[src/rtl/mem_port_arbiter_pkg.sv]
`default_nettype none
// ============================================================================
// Module   : mem_arb_pkg
// Purpose  : Shared types and defaults for the unified memory port arbiter.
// Revision : 1.0 - initial release
// ============================================================================
package mem_arb_pkg;

    localparam int unsigned c_mem_latency_default = 4;

    typedef enum logic [1:0] {
        IDLE   = 2'd0,
        ACCESS = 2'd1,
        RESP   = 2'd2
    } state_t;

    typedef enum logic {
        OWN_I = 1'b0,
        OWN_D = 1'b1
    } owner_t;

endpackage
`default_nettype wire

[src/rtl/mem_port_arbiter_if.sv]
`default_nettype none
// ============================================================================
// Module   : mem_port_arbiter_if
// Purpose  : Fetch, load/store and memory-side signals of the arbiter.
// Revision : 1.0 - initial release
// ============================================================================
interface mem_port_arbiter_if #(
    parameter int ADDR_W = 32,
    parameter int DATA_W = 32
);
    logic              i_req;
    logic [ADDR_W-1:0] i_addr;
    logic              i_ready;
    logic              i_valid;
    logic [DATA_W-1:0] i_rdata;

    logic              d_req;
    logic              d_we;
    logic [ADDR_W-1:0] d_addr;
    logic [DATA_W-1:0] d_wdata;
    logic              d_ready;
    logic              d_valid;
    logic [DATA_W-1:0] d_rdata;

    logic              mem_req;
    logic              mem_we;
    logic [ADDR_W-1:0] mem_addr;
    logic [DATA_W-1:0] mem_wdata;
    logic [DATA_W-1:0] mem_rdata;

    modport slave (
        input  i_req, i_addr, d_req, d_we, d_addr, d_wdata, mem_rdata,
        output i_ready, i_valid, i_rdata, d_ready, d_valid, d_rdata,
               mem_req, mem_we, mem_addr, mem_wdata
    );

    modport master (
        output i_req, i_addr, d_req, d_we, d_addr, d_wdata, mem_rdata,
        input  i_ready, i_valid, i_rdata, d_ready, d_valid, d_rdata,
               mem_req, mem_we, mem_addr, mem_wdata
    );
endinterface
`default_nettype wire

[src/rtl/mem_port_arbiter.sv]
`default_nettype none
// ============================================================================
// Module   : mem_port_arbiter
// Purpose  : Round-robin sharing of one memory port between fetch and
//            load/store, with a fixed-latency access and one-cycle response.
// Revision : 1.0 - initial release
// ============================================================================
module mem_port_arbiter
    import mem_arb_pkg::*;
#(
    parameter int ADDR_W      = 32,
    parameter int DATA_W      = 32,
    parameter int MEM_LATENCY = c_mem_latency_default   // legal range 1..15
) (
    input  wire logic          clk,
    input  wire logic          reset,
    mem_port_arbiter_if.slave  bus
);

    localparam logic [3:0] c_cnt_load = 4'(MEM_LATENCY - 1);

    state_t            r_state;
    owner_t            r_owner;     // also serves as last owner for round-robin
    logic [3:0]        r_cnt;
    logic [ADDR_W-1:0] r_addr;
    logic              r_we;
    logic [DATA_W-1:0] r_wdata;
    logic [DATA_W-1:0] r_rdata;
    logic              r_mem_req;
    logic              r_i_valid;
    logic              r_d_valid;

    logic w_idle;
    logic w_grant_d;
    logic w_grant_i;

    // Contention goes to the side that did not own the previous access.
    assign w_idle    = (r_state == IDLE) && !reset;
    assign w_grant_d = bus.d_req && (!bus.i_req || (r_owner == OWN_I));
    assign w_grant_i = bus.i_req && !w_grant_d;

    assign bus.i_ready   = w_idle && w_grant_i;
    assign bus.d_ready   = w_idle && w_grant_d;
    assign bus.i_valid   = r_i_valid;
    assign bus.d_valid   = r_d_valid;
    assign bus.i_rdata   = r_rdata;
    assign bus.d_rdata   = r_rdata;
    assign bus.mem_req   = r_mem_req;
    assign bus.mem_we    = r_mem_req && r_we;
    assign bus.mem_addr  = r_addr;
    assign bus.mem_wdata = r_wdata;

    always_ff @(posedge clk or posedge reset) begin
        if (reset) begin
            r_state   <= IDLE;
            r_owner   <= OWN_I;
            r_cnt     <= 4'd0;
            r_addr    <= '0;
            r_we      <= 1'b0;
            r_wdata   <= '0;
            r_rdata   <= '0;
            r_mem_req <= 1'b0;
            r_i_valid <= 1'b0;
            r_d_valid <= 1'b0;
        end else begin
            r_i_valid <= 1'b0;
            r_d_valid <= 1'b0;
            case (r_state)
                IDLE: begin
                    if (w_grant_d || w_grant_i) begin
                        r_owner   <= w_grant_d ? OWN_D : OWN_I;
                        r_addr    <= w_grant_d ? bus.d_addr : bus.i_addr;
                        r_we      <= w_grant_d && bus.d_we;
                        r_wdata   <= w_grant_d ? bus.d_wdata : '0;
                        r_cnt     <= c_cnt_load;
                        r_mem_req <= 1'b1;
                        r_state   <= ACCESS;
                    end
                end
                ACCESS: begin
                    if (r_cnt == 4'd0) begin
                        // Memory data is only guaranteed in the final access cycle.
                        r_rdata   <= r_we ? '0 : bus.mem_rdata;
                        r_mem_req <= 1'b0;
                        r_i_valid <= (r_owner == OWN_I);
                        r_d_valid <= (r_owner == OWN_D);
                        r_state   <= RESP;
                    end else begin
                        r_cnt <= r_cnt - 4'd1;
                    end
                end
                RESP: begin
                    r_state <= IDLE;
                end
                default: begin
                    r_state <= IDLE;
                end
            endcase
        end
    end

endmodule
`default_nettype wire

[src/flat_wrapper.sv]
// flat-port wrapper written by rule: the top's interface ports become plain ports
module mem_port_arbiter_flat import mem_arb_pkg::*;
#(
    parameter int ADDR_W      = 32,
    parameter int DATA_W      = 32,
    parameter int MEM_LATENCY = c_mem_latency_default                       
)
  (clk, reset, bus_i_req, bus_i_addr, bus_d_req, bus_d_we, bus_d_addr, bus_d_wdata, bus_mem_rdata, bus_i_ready, bus_i_valid, bus_i_rdata, bus_d_ready, bus_d_valid, bus_d_rdata, bus_mem_req, bus_mem_we, bus_mem_addr, bus_mem_wdata);
  mem_port_arbiter_if #(.ADDR_W(ADDR_W), .DATA_W(DATA_W)) bus_i ();
  input  wire logic clk;
  input  wire logic reset;
  input wire logic [$bits(bus_i.i_req)-1:0] bus_i_req;
  input wire logic [$bits(bus_i.i_addr)-1:0] bus_i_addr;
  input wire logic [$bits(bus_i.d_req)-1:0] bus_d_req;
  input wire logic [$bits(bus_i.d_we)-1:0] bus_d_we;
  input wire logic [$bits(bus_i.d_addr)-1:0] bus_d_addr;
  input wire logic [$bits(bus_i.d_wdata)-1:0] bus_d_wdata;
  input wire logic [$bits(bus_i.mem_rdata)-1:0] bus_mem_rdata;
  output wire logic [$bits(bus_i.i_ready)-1:0] bus_i_ready;
  output wire logic [$bits(bus_i.i_valid)-1:0] bus_i_valid;
  output wire logic [$bits(bus_i.i_rdata)-1:0] bus_i_rdata;
  output wire logic [$bits(bus_i.d_ready)-1:0] bus_d_ready;
  output wire logic [$bits(bus_i.d_valid)-1:0] bus_d_valid;
  output wire logic [$bits(bus_i.d_rdata)-1:0] bus_d_rdata;
  output wire logic [$bits(bus_i.mem_req)-1:0] bus_mem_req;
  output wire logic [$bits(bus_i.mem_we)-1:0] bus_mem_we;
  output wire logic [$bits(bus_i.mem_addr)-1:0] bus_mem_addr;
  output wire logic [$bits(bus_i.mem_wdata)-1:0] bus_mem_wdata;
  assign bus_i.i_req = bus_i_req;
  assign bus_i.i_addr = bus_i_addr;
  assign bus_i.d_req = bus_d_req;
  assign bus_i.d_we = bus_d_we;
  assign bus_i.d_addr = bus_d_addr;
  assign bus_i.d_wdata = bus_d_wdata;
  assign bus_i.mem_rdata = bus_mem_rdata;
  assign bus_i_ready = bus_i.i_ready;
  assign bus_i_valid = bus_i.i_valid;
  assign bus_i_rdata = bus_i.i_rdata;
  assign bus_d_ready = bus_i.d_ready;
  assign bus_d_valid = bus_i.d_valid;
  assign bus_d_rdata = bus_i.d_rdata;
  assign bus_mem_req = bus_i.mem_req;
  assign bus_mem_we = bus_i.mem_we;
  assign bus_mem_addr = bus_i.mem_addr;
  assign bus_mem_wdata = bus_i.mem_wdata;
  mem_port_arbiter #(.ADDR_W(ADDR_W), .DATA_W(DATA_W), .MEM_LATENCY(MEM_LATENCY)) u_core (.clk(clk), .reset(reset), .bus(bus_i));
endmodule
[config.mk]
export PLATFORM = sky130hd
export DESIGN_NAME = mem_port_arbiter_flat
export DESIGN_NICKNAME = d
export VERILOG_FILES = /design/src/rtl/mem_port_arbiter_pkg.sv /design/src/rtl/mem_port_arbiter_if.sv /design/src/rtl/mem_port_arbiter.sv /design/src/flat_wrapper.sv
export SDC_FILE = /design/constraint.sdc
export NUM_CORES = 1
export LEC_CHECK = 0
export BUFFER_PORTS_ARGS = -buffer_cell sky130_fd_sc_hd__clkbuf_2
export CORE_MARGIN = 5
export CORE_UTILIZATION = 42
export CTS_BUF_LIST = sky130_fd_sc_hd__clkbuf_4
export CTS_CLUSTER_DIAMETER = 60
export DETAILED_ROUTE_END_ITERATION = 7
export GPL_ROUTABILITY_DRIVEN = 0
export PLACE_DENSITY = 0.79
export SYNTH_ARGS = -nofsm -noshare
export SYNTH_HDL_FRONTEND = slang
export SYNTH_SLANG_ARGS = --single-unit
export TNS_END_PERCENT = 10
[constraint.sdc]
create_clock -name clk -period 4.4 [get_ports clk]
set_clock_uncertainty 0.15 [all_clocks]
set_input_delay 0.88 -clock clk [delete_from_list [all_inputs] [get_ports clk]]
set_output_delay 0.88 -clock clk [all_outputs]
set_load 0.03 [all_outputs]
==> results.md, run 1 <==
* Full die area at between 10000 and 15000 um2
* Crit Path Category: reg2out
* Post-route core utilization at 0.532
* Final hold slack at roughly 380 ps
* Final setup TNS at 0 ps
* Vias in the first global route at 4308
* Power, Total at 5.04 mW
* TritonCTS clock tree: built
* Post-route DRC at 0
* Sw frac at 0.511
* Final worst setup slack at 1070 ps
* Core Box Area at 11900 um2
* Sequential fraction of the synthesis area at 0.533
* # Post-CTS Setup Buffers at 0
* Most frequent cells in the layout: 266 x clkbuf_2, 107 x dfrtp_1, 67 x nand2_1
* Number of H-tree levels at 3
* Hold Path Class: reg2reg
* Final ANT Viol Nets at 0
* Status: finished, final reports clean
* Nets at 793
* Leak at 3.29 nW
* Fmax at ~300 MHz
* IO Count at approximately 270
* Synthesized area per cell at 11.5 um2
* Post-Layout Cell Count at 810
* Commonest non-fill, non-tap cell in the layout: clkbuf_2
* CP required at 3370 ps
* Root Driver: clkbuf_4
* Post-Syn Instances at between 400 and 500
* DRT Wirelength at 13500 um
* Startpoint types: register
* Yosys reg bits at 107
* Initial Util at 0.423
* Crit path max fanout at 39
* Iter 0 DRT Violations at 205
* Routed WL per cell at 16.7 um
* Post-CTS resize count at 0
* Initial antenna violation count at 0
* Internal at 2.46 mW
* P_sw at 2.57 mW
* Syn_nets at 573
* Layout cells sized above 1 at 0.540
* Endpoints failing setup at 0
* Cell row count at 40
* Vias per cell at 5.10
* Maximum VDD drop at 0.363 mV
* Slew Viols, Final at 0
* Largest net degree at the start of global routing at 74
* Clock sinks at 107
* Clock Latency Late Sink at 450 ps
* Area delta synth->final at 25.6%
* Slew HR at 0.173
* Comb pwr share at 0.561
* Mapped Area at 5020 um2
* Port bufs at 266
* Min Tclk post-route at 3330 ps
* Clk pin slew, worst setup/hold paths at 200 ps
* Fill count at 1057
* Final instance area at 6310 um2
* Vias at 4132
* Hold Buf Count CTS at 0
* Setup crit end kind: primary output
* Final Hold Viols at 0
* Die Ht at 119 um
* Power Dens Cells at approximately 800 nW/um2
* Total iterations of the first detailed-routing run at 4
* Yosys cell types at 35
* Total gr overflow at 0
* Max-capacitance violation count at 0
* Area after DPL at 6160 um2
* CTS Buf Count at 9
* DP HPWL at ~10000 um
* Dpl ws at 1270 ps
* Synth Warn # at 0
* Slew @ Worst Pin at 1230 ps
* Flop pwr share at 0.340
* Width of the die at 119 um
* Clock share of power at 0.099
* Period utilization at 0.756
* Ant. Diodes at 0
* Placed insts at 794
* Crit path DAT at 2300 ps
* Clk buf depth at 2
* Unrepaired setup endpoints after global routing: false
* Tot GR Track Use at 0.187
* Wire length of the first global-routing pass at roughly 22000 um
[state kept, by name (all words and copies together), names as in the netlist]
signal                count
u_core.bus.mem_addr      32
u_core.bus.mem_req        1
u_core.bus.mem_wdata     32
u_core.bus.d_rdata       32
u_core.r_we               1
u_core.bus.i_valid        1
u_core.r_cnt              4
u_core.bus.d_valid        1
u_core.r_owner            1
u_core.r_state            2
[critical path, cell delays in order, from the launching register on]
cell and delay (ps):
dfrtp_1 440, nor2_2 100, buf_4 370, and3_1 220, buf_4 330, and2_1 180
clkbuf_2 200
[power groups by stage]
stage | Clock (mW) | Combinational (mW) | Sequential, mW
after floorplan | 0 | 1.48 | 2.47
after global placement | 0 | 2.80 | 1.71
after detailed placement | 0 | 2.86 | 1.73
after CTS | 0.522 | 2.86 | 1.72
after global routing | 0.563 | 3.00 | 1.78
final | 0.498 | 2.82 | 1.71
[worst paths after layout]
path,startpoint,to,slack (ps),cells past startpoint
worst max-delay path,u_core.r_state[0]$_DFFE_PP0P_,bus_d_ready,1070,6
worst min-delay path,u_core.bus.mem_wdata[23]$_DFFE_PP0P_,u_core.bus.mem_wdata[23]$_DFFE_PP0P_,380,1
worst max register to register,u_core.r_cnt[0]$_DFFE_PP0P_,u_core.bus.d_rdata[20]$_DFFE_PP0P_,2010,6
worst min register to register,u_core.bus.mem_wdata[23]$_DFFE_PP0P_,u_core.bus.mem_wdata[23]$_DFFE_PP0P_,380,1
max in group asynchronous,reset,u_core.bus.d_rdata[22]$_DFFE_PP0P_,2400,4
min in group asynchronous,reset,u_core.bus.mem_addr[10]$_DFFE_PP0P_,430,3
[area by class of cell]
class                           count  area [um2]  area share
Clock inverter                      7        76.3      0.0121
Sequential cell                   107        2680       0.425
Inverter                            4        18.8     0.00298
Clock buffer                        9        67.6      0.0107
Tap cell                          147         184      0.0292
Multi-Input combinational cell    263        1900       0.301
Timing Repair Buffer              273        1380       0.219
[cell families (layout without fill, tap and decap cells)]
group           after synthesis  after routing  share of synthesized area
compound gates              108            108                      0.182
fa+ha+maj                     2              2                    0.00498
buf+inv                      68            293                     0.0897
flops                       107            107                      0.533
mux                          33             33                     0.0738
simple gates                120            120                      0.116
[cells in the mapped netlist, drive strengths merged]
cell type | number | area share
nand3 | 1 | 0.0010
ha | 2 | 0.0050
dfrtp | 107 | 0.53
nor2 | 5 | 0.0037
a211o | 2 | 0.0035
nand2b | 1 | 0.0012
nor4b | 1 | 0.0017
or3 | 1 | 0.0012
o31ai | 1 | 0.0015
a22o | 33 | 0.058
a21boi | 1 | 0.0015
a21o | 1 | 0.0015
a21oi | 34 | 0.034
and3 | 3 | 0.0037
or2 | 1 | 0.0012
nor4 | 1 | 0.0012
inv | 4 | 0.0030
mux2i | 1 | 0.0020
clkbuf | 12 | 0.0090
nor3b | 2 | 0.0040
and2 | 3 | 0.0042
o21bai | 1 | 0.0015
buf | 52 | 0.078
o21ai | 1 | 0.0010
a31oi | 33 | 0.078
nand2 | 67 | 0.050
nor2b | 34 | 0.042
a21bo | 1 | 0.0020
mux2 | 32 | 0.072
[routing by layer]
| metal | wire, um | global-route usage | part of all wire | vias to the layer above |
|---|---|---|---|---|
| li1 | - | - | - | 1933 |
| met1 | 5420 | 0.226 | 0.40 | 1958 |
| met2 | 6760 | 0.326 | 0.50 | 221 |
| met3 | 1120 | 0.0451 | 0.083 | 20 |
| met4 | 229 | 0.0673 | 0.017 | 0 |
| met5 | 0 | 0 | 0 | - |
Power figures use the tool's default switching activity.
==> run 2: changes to the inputs <==
==> constraint.sdc (replaced) <==
create_clock -name clk -period 2.8 [get_ports clk]
set_clock_uncertainty 0.15 [all_clocks]
set_input_delay 0.56 -clock clk [delete_from_list [all_inputs] [get_ports clk]]
set_output_delay 0.56 -clock clk [all_outputs]
set_load 0.03 [all_outputs]
==> run 2 against run 1 <==
Critical path depth shrank 1. Cell count grew 0.37%. Total power grew 57%. Sequential power grew 58%. Flip-flop and latch count is the same.
==> results.md, run 2 (synthesized netlist as in run 1, its figures left out) <==
* Crit Path Category: reg2out
* Largest net degree at the start of global routing at 108 (+46%)
* CTS Buf Count at 9 (unchanged)
* Initial Util at 0.423 (unchanged)
* DRT Wirelength at 13800 um (+2.1%)
* Unrepaired setup endpoints after global routing: false
* TritonCTS clock tree: built
* Top Family by Delay on Critical Path: simple AND/OR/NAND/NOR gates
* Routed WL per cell at 17.0 um (+1.7%)
* Slew HR at 0.524 (+0.352)
* Wire length of the first global-routing pass at 21500 um (-1.6%)
* Crit path max fanout at 12 (-69%)
* Commonest non-fill, non-tap cell in the layout: clkbuf_2
* # Post-CTS Setup Buffers at 0 (unchanged)
* Leak at 3.29 nW (+0.16%)
* Period utilization at 0.906
* Total gr overflow at 0 (unchanged)
* Vias at 4193 (+1.5%)
* Vias per cell at 5.16 (+1.1%)
* Hold Buf Count CTS at 0 (unchanged)
* CP required at 2090 ps (-1280 ps)
* Hold Path Class: in2async
* Worst path bufs/invs at 2 (-1)
* Ant. Diodes at 0 (unchanged)
* Cell Chain, Critical Path: nor2_2 > buf_4 > and3_1 > and2_1 > clkbuf_2
* Crit path DAT at 1830 ps (-470 ps)
* Clk pin slew, worst setup/hold paths at 170 ps (-30 ps)
* Most frequent cells in the layout: 266 x clkbuf_2, 107 x dfrtp_1, 67 x nand2_1
* Total iterations of the first detailed-routing run at 4 (unchanged)
* Slew Viols, Final at 0 (unchanged)
* Core Box Area at 11900 um2 (unchanged)
* Startpoint types: register
* Largest stage delay, worst path at 440 ps (about the same)
* Full die area at 14200 um2 (unchanged)
* Cell row count at 40 (unchanged)
* Power Dens Cells at 1250 nW/um2 (+56%)
* Die Ht at 119 um (unchanged)
* Clock sinks at 107 (unchanged)
* Iter 0 DRT Violations at 252 (+23%)
* Post-route DRC at 0 (unchanged)
* Final ANT Viol Nets at 0 (unchanged)
* Area delta synth->final at 25.8%
* IO Count at 267 (unchanged)
* Post-route core utilization at 0.533 (+0.000949)
* Final Hold Viols at 0 (unchanged)
* Post-Layout Cell Count at 813 (+0.37%)
* DP HPWL at 10300 um (+1.2%)
* Placed insts at 797 (+0.38%)
* Layout cells sized above 1 at 0.541 (+0.000571)
* Clock Latency Late Sink at 460 ps (about the same)
* Number of H-tree levels at 3 (unchanged)
* Nets at 796 (+0.38%)
* Root Driver: clkbuf_4
* Clk buf depth at 2 (unchanged)
* Vias in the first global route at 4316 (+0.19%)
* Max-capacitance violation count at 0 (unchanged)
* Maximum VDD drop at 0.626 mV (+73%)
* Critical-path top delay cell: dfrtp_1
* Port bufs at 266 (unchanged)
* Power, Total at 7.89 mW (+57%)
* Width of the die at 119 um (unchanged)
* Post-CTS resize count at 0 (unchanged)
* Endpoints failing setup at 0 (unchanged)
* Min Tclk post-route at 2540 ps
* Fmax at 394 MHz
* Status: finished, final reports clean
* Setup crit end kind: primary output
* Area after DPL at 6200 um2 (+0.57%)
* Tot GR Track Use at 0.187 (about the same)
* Final instance area at 6320 um2 (+0.18%)
* Slew @ Worst Pin at 713 ps (-521 ps)
* Initial antenna violation count at 0 (unchanged)
==> run 2: cell count changes in the layout (fill, tap and decap cells not counted) <==
cell and change:
buf_4 +2, clkbuf_4 +2, buf_12 +1, clkinvlp_4 +1, clkinv_8 -1, clkinv_1 +1, inv_8 -3
==> run 2: metrics by stage <==
step	setup slack [ps]	TNS [ps]	hold slack, ps
2_1_floorplan	-525	-525	314
3_3_place_gp	588	0	331
3_5_place_dp	472	0	331
4_1_cts	220	0	98.1
5_1_grt	114	0	108
6_report	263	0	106
==> run 2: worst min-delay path, cell delays in order <==
cell,delay (ps)
clkbuf_2,110
clkinvlp_4,90
buf_12,450
==> run 2: path summary, 6_finish.rpt <==
kind                            slack (ps)                                   to  cells past startpoint                     startpoint
worst min register to register         370          u_core.r_cnt[0]$_DFFE_PP0P_                      1    u_core.r_cnt[0]$_DFFE_PP0P_
max in group asynchronous             1970    u_core.bus.d_rdata[4]$_DFFE_PP0P_                      3                          reset
worst max register to register         450   u_core.bus.d_rdata[27]$_DFFE_PP0P_                      6    u_core.r_cnt[0]$_DFFE_PP0P_
min in group clk                       140  u_core.bus.mem_wdata[6]$_DFFE_PP0P_                      2                 bus_d_wdata[6]
worst min-delay path                   110   u_core.bus.mem_addr[7]$_DFFE_PP0P_                      3                          reset
worst max-delay path                   260                          bus_d_ready                      5  u_core.r_state[0]$_DFFE_PP0P_
==> run 2: per-layer routing <==
| layer | global-route usage | vias to the layer above | share of wire |
|---|---|---|---|
| met4 | 0.0623 | 0 | 0.016 |
| met2 | 0.322 | 245 | 0.50 |
| met3 | 0.0442 | 21 | 0.089 |
| li1 | - | 1936 | - |
| met1 | 0.232 | 1991 | 0.40 |
| met5 | 0 | - | 0 |
==> run 2: final cells by class <==
type | count | area, um2
Fill cell | 1035 | 5540
Sequential cell | 107 | 2680
Multi-Input combinational cell | 263 | 1900
Timing Repair Buffer | 276 | 1420
Tap cell | 147 | 184
Clock buffer | 11 | 82.6
Clock inverter | 5 | 37.5
Inverter | 4 | 18.8
==> run 2: power breakdown <==
part | internal [mW] | switching [mW] | total (mW)
Clock | 0.207 | 0.515 | 0.722
Sequential | 2.22 | 0.491 | 2.71
Combinational | 1.46 | 3.00 | 4.46
==> run 3: changes to the inputs <==
--- a/config.mk
+++ b/config.mk
@@ -5,6 +5,7 @@
 export SDC_FILE = /design/constraint.sdc
 export NUM_CORES = 1
 export LEC_CHECK = 0
+export ABC_AREA = 1
 export BUFFER_PORTS_ARGS = -buffer_cell sky130_fd_sc_hd__clkbuf_2
 export CORE_MARGIN = 5
 export CORE_UTILIZATION = 42
==> run 3 against run 2 <==
Register-to-register slack gained 430 ps. Clock power grew 21%. Wire length shrank 2.2%. Die area shrank 2.3%. Area after synthesis shrank 2.5%. Synthesized cell count grew 39%.
==> results.md, run 3 <==
* Status: finished, final reports clean
* Port bufs at 266 (unchanged)
* Synth area leader: dfrtp_1
* Full die area at 13900 um2 (-2.3%)
* Yosys cell types at 18 (-49%)
* Synth Warn # at 0 (unchanged)
* Sequential fraction of the synthesis area at 0.547 (+0.0139)
* Crit Path Category: reg2out
* Leak at 3.87 nW (+18%)
* Post-route DRC at 0 (unchanged)
* Hold Path Class: in2async
* Layout cells sized above 1 at 0.359 (-0.182)
* Initial antenna violation count at 0 (unchanged)
* Max-capacitance violation count at 0 (unchanged)
* Most frequent cells in the layout: 334 x nand2_1, 266 x clkbuf_2, 107 x dfrtp_1
* Vias in the first global route at 4477 (+3.7%)
* Vias at 4548 (+8.5%)
* Min Tclk post-route at 2360 ps (-179 ps)
* Root Driver: clkbuf_4
* Period utilization at 0.842 (-0.0639)
* Vias per cell at 4.65 (-9.9%)
* TritonCTS clock tree: built
* Final hold slack at 102 ps (-4.26 ps)
* Setup slack, reg-to-reg at 880 ps (+430 ps)
* Clock Latency Late Sink at 460 ps (about the same)
* Critical-path top delay cell: dfrtp_1
* Top cell type's share of synthesized area at 0.547 (+0.0139)
* Async SR Flop Fraction at 1.00 (unchanged)
* DP HPWL at 10000 um (-3.0%)
* Fmax at 424 MHz (+7.6%)
* Crit path DAT at 1650 ps (-180 ps)
* Mapped Area at 4890 um2 (-2.5%)
* CTS Buf Count at 9 (unchanged)
* Fill count at 1096 (+5.9%)
* Final Hold Viols at 0 (unchanged)
* DRT Wirelength at 13500 um (-2.2%)
* Power Dens Cells at 1260 nW/um2 (+1.1%)
* Startpoint types: register
* Number of synthesized flops with an enable pin at 0 (unchanged)
* Most frequent cell after synthesis: nand2_1
* Slew Viols, Final at 0 (unchanged)
* Met1 wire length at 5550 um (+0.56%)
* Commonest non-fill, non-tap cell in the layout: nand2_1
* Post-CTS resize count at 0 (unchanged)
* Largest stage delay, worst path at 450 ps (about the same)
* Yosys reg bits at 107 (unchanged)
* Cell row count at 39 (-2.5%)
* IO Count at 267 (unchanged)
* Ant. Diodes at 0 (unchanged)
* R2R cell count at 7 (+1)
* Initial Util at 0.429 (+0.00524)
* CP required at 2090 ps (about the same)
* Setup crit end kind: primary output
* Clk buf depth at 2 (unchanged)
* Slew @ Worst Pin at 557 ps (-155 ps)
* Slew HR at 0.628 (+0.104)
* Syn_nets at 744 (+30%)
* Footprint of the multi-input gates at 1750 um2 (-7.8%)
* Area delta synth->final at 27.5%
* Tot GR Track Use at 0.191 (+0.00394)
* Core Box Area at 11400 um2 (-3.7%)
* Main synth FF type: dfrtp_1
* Synthesized area per cell at 8.04 um2 (-30%)
* Cell Chain, Critical Path: nor2_4 > nand2_1 > nor2_1 > clkbuf_2
* Clock sinks at 107 (unchanged)
* # Post-CTS Setup Buffers at 0 (unchanged)
* Post-Syn Instances at 609 (+39%)
* Endpoints failing setup at 0 (unchanged)
* Wire length of the first global-routing pass at 22000 um (+2.3%)
* Max Used Layer: met4
* Final setup TNS at 0 ps (unchanged)
* Final ANT Viol Nets at 0 (unchanged)
* Top cells by area, synth: dfrtp_1 55%, nand2_1 26%, nand3_1 7.1%
* Worst R2R Start: u_core.r_owner$_DFFE_PP0P_
* Post-synth top cells: 334 x nand2_1, 107 x dfrtp_1, 69 x nand3_1
* Crit path max fanout at 8 (-4)
* Hold Buf Count CTS at 0 (unchanged)
* CP Launch Point: u_core.r_state[0]$_DFFE_PP0P_
* Routed WL per cell at 13.8 um (-19%)
* Routed length on met3 at 1060 um (-14%)
* FF/Latch Area at 2680 um2 (unchanged)
* Met2 WL at 6620 um (-3.2%)
* Width of the die at 118 um (-1.2%)
* Nets at 966 (+21%)
* Maximum VDD drop at 0.769 mV (+23%)
* Iter 0 DRT Violations at 293 (+16%)
* Unrepaired setup endpoints after global routing: false
* RR Endpoint: u_core.bus.mem_addr[19]$_DFFE_PP0P_
* Largest net degree at the start of global routing at 108 (unchanged)
* Total iterations of the first detailed-routing run at 4 (unchanged)
* Total gr overflow at 0 (unchanged)
* Clk pin slew, worst setup/hold paths at 160 ps (about the same)
* Die Ht at 118 um (-1.2%)
* Number of H-tree levels at 3 (unchanged)
[run 3: kinds of logic after synthesis]
kind of cell	after synthesis	share of synthesized area
flip-flops	107	0.547
adder cells (fa/ha/maj)	2	0.00511
XOR/XNOR	1	0.00179
AND/OR/NAND/NOR	413	0.338
buffers and inverters	78	0.0982
AO/OA/AOI/OAI	8	0.00972
[run 3: stage by stage]
stage                     power, mW  std cells  setup WS, ps   util  cell area (um2)
after global routing           8.44        979           328  0.546             6240
after floorplan                5.99        609          -468      -             4900
after detailed placement       7.10        963           630  0.532             6070
after global placement         7.03        963           690  0.532             6070
final                          7.88        979           442  0.546             6240
after CTS                      8.00        979           376  0.546             6240
[run 3: worst max-delay path by stage]
stage	to	slack, ps	cells past startpoint
3_3_place_gp	u_core.bus.mem_addr[21]$_DFFE_PP0P_	690	8
3_5_place_dp	u_core.bus.mem_addr[19]$_DFFE_PP0P_	630	8
2_1_floorplan	bus_i_ready	-470	3
6_report	bus_d_ready	440	4
5_1_grt	bus_d_ready	330	4
4_1_cts	bus_d_ready	380	4
[run 3: worst max-delay path: cells and delay by family (launching register included)]
kind | cells | cell delay [ps]
simple gates | 3 | 530
flops | 1 | 450
buf+inv | 1 | 210
[run 3: routing by layer]
layer / up-vias / GRT usage
li1: 2285 / -
met1: 2055 / 0.235
met2: 187 / 0.316
met3: 21 / 0.0567
met4: 0 / 0.0746
met5: - / 0
[run 3: layout make-up]
class / instances / area share
timing repair buffer: 275 / 0.226
multi-input combinational: 424 / 0.281
clock buffer: 10 / 0.0120
tap: 143 / 0.0287
clock inverter: 6 / 0.0142
sequential: 107 / 0.429
inverter: 14 / 0.00903
[run 3: power by group]
part           total, mW  internal, mW  switching (mW)
registers           2.67          2.23           0.448
logic               4.32          1.13            3.19
clock network      0.877         0.375           0.502
total               7.88          3.74            4.14
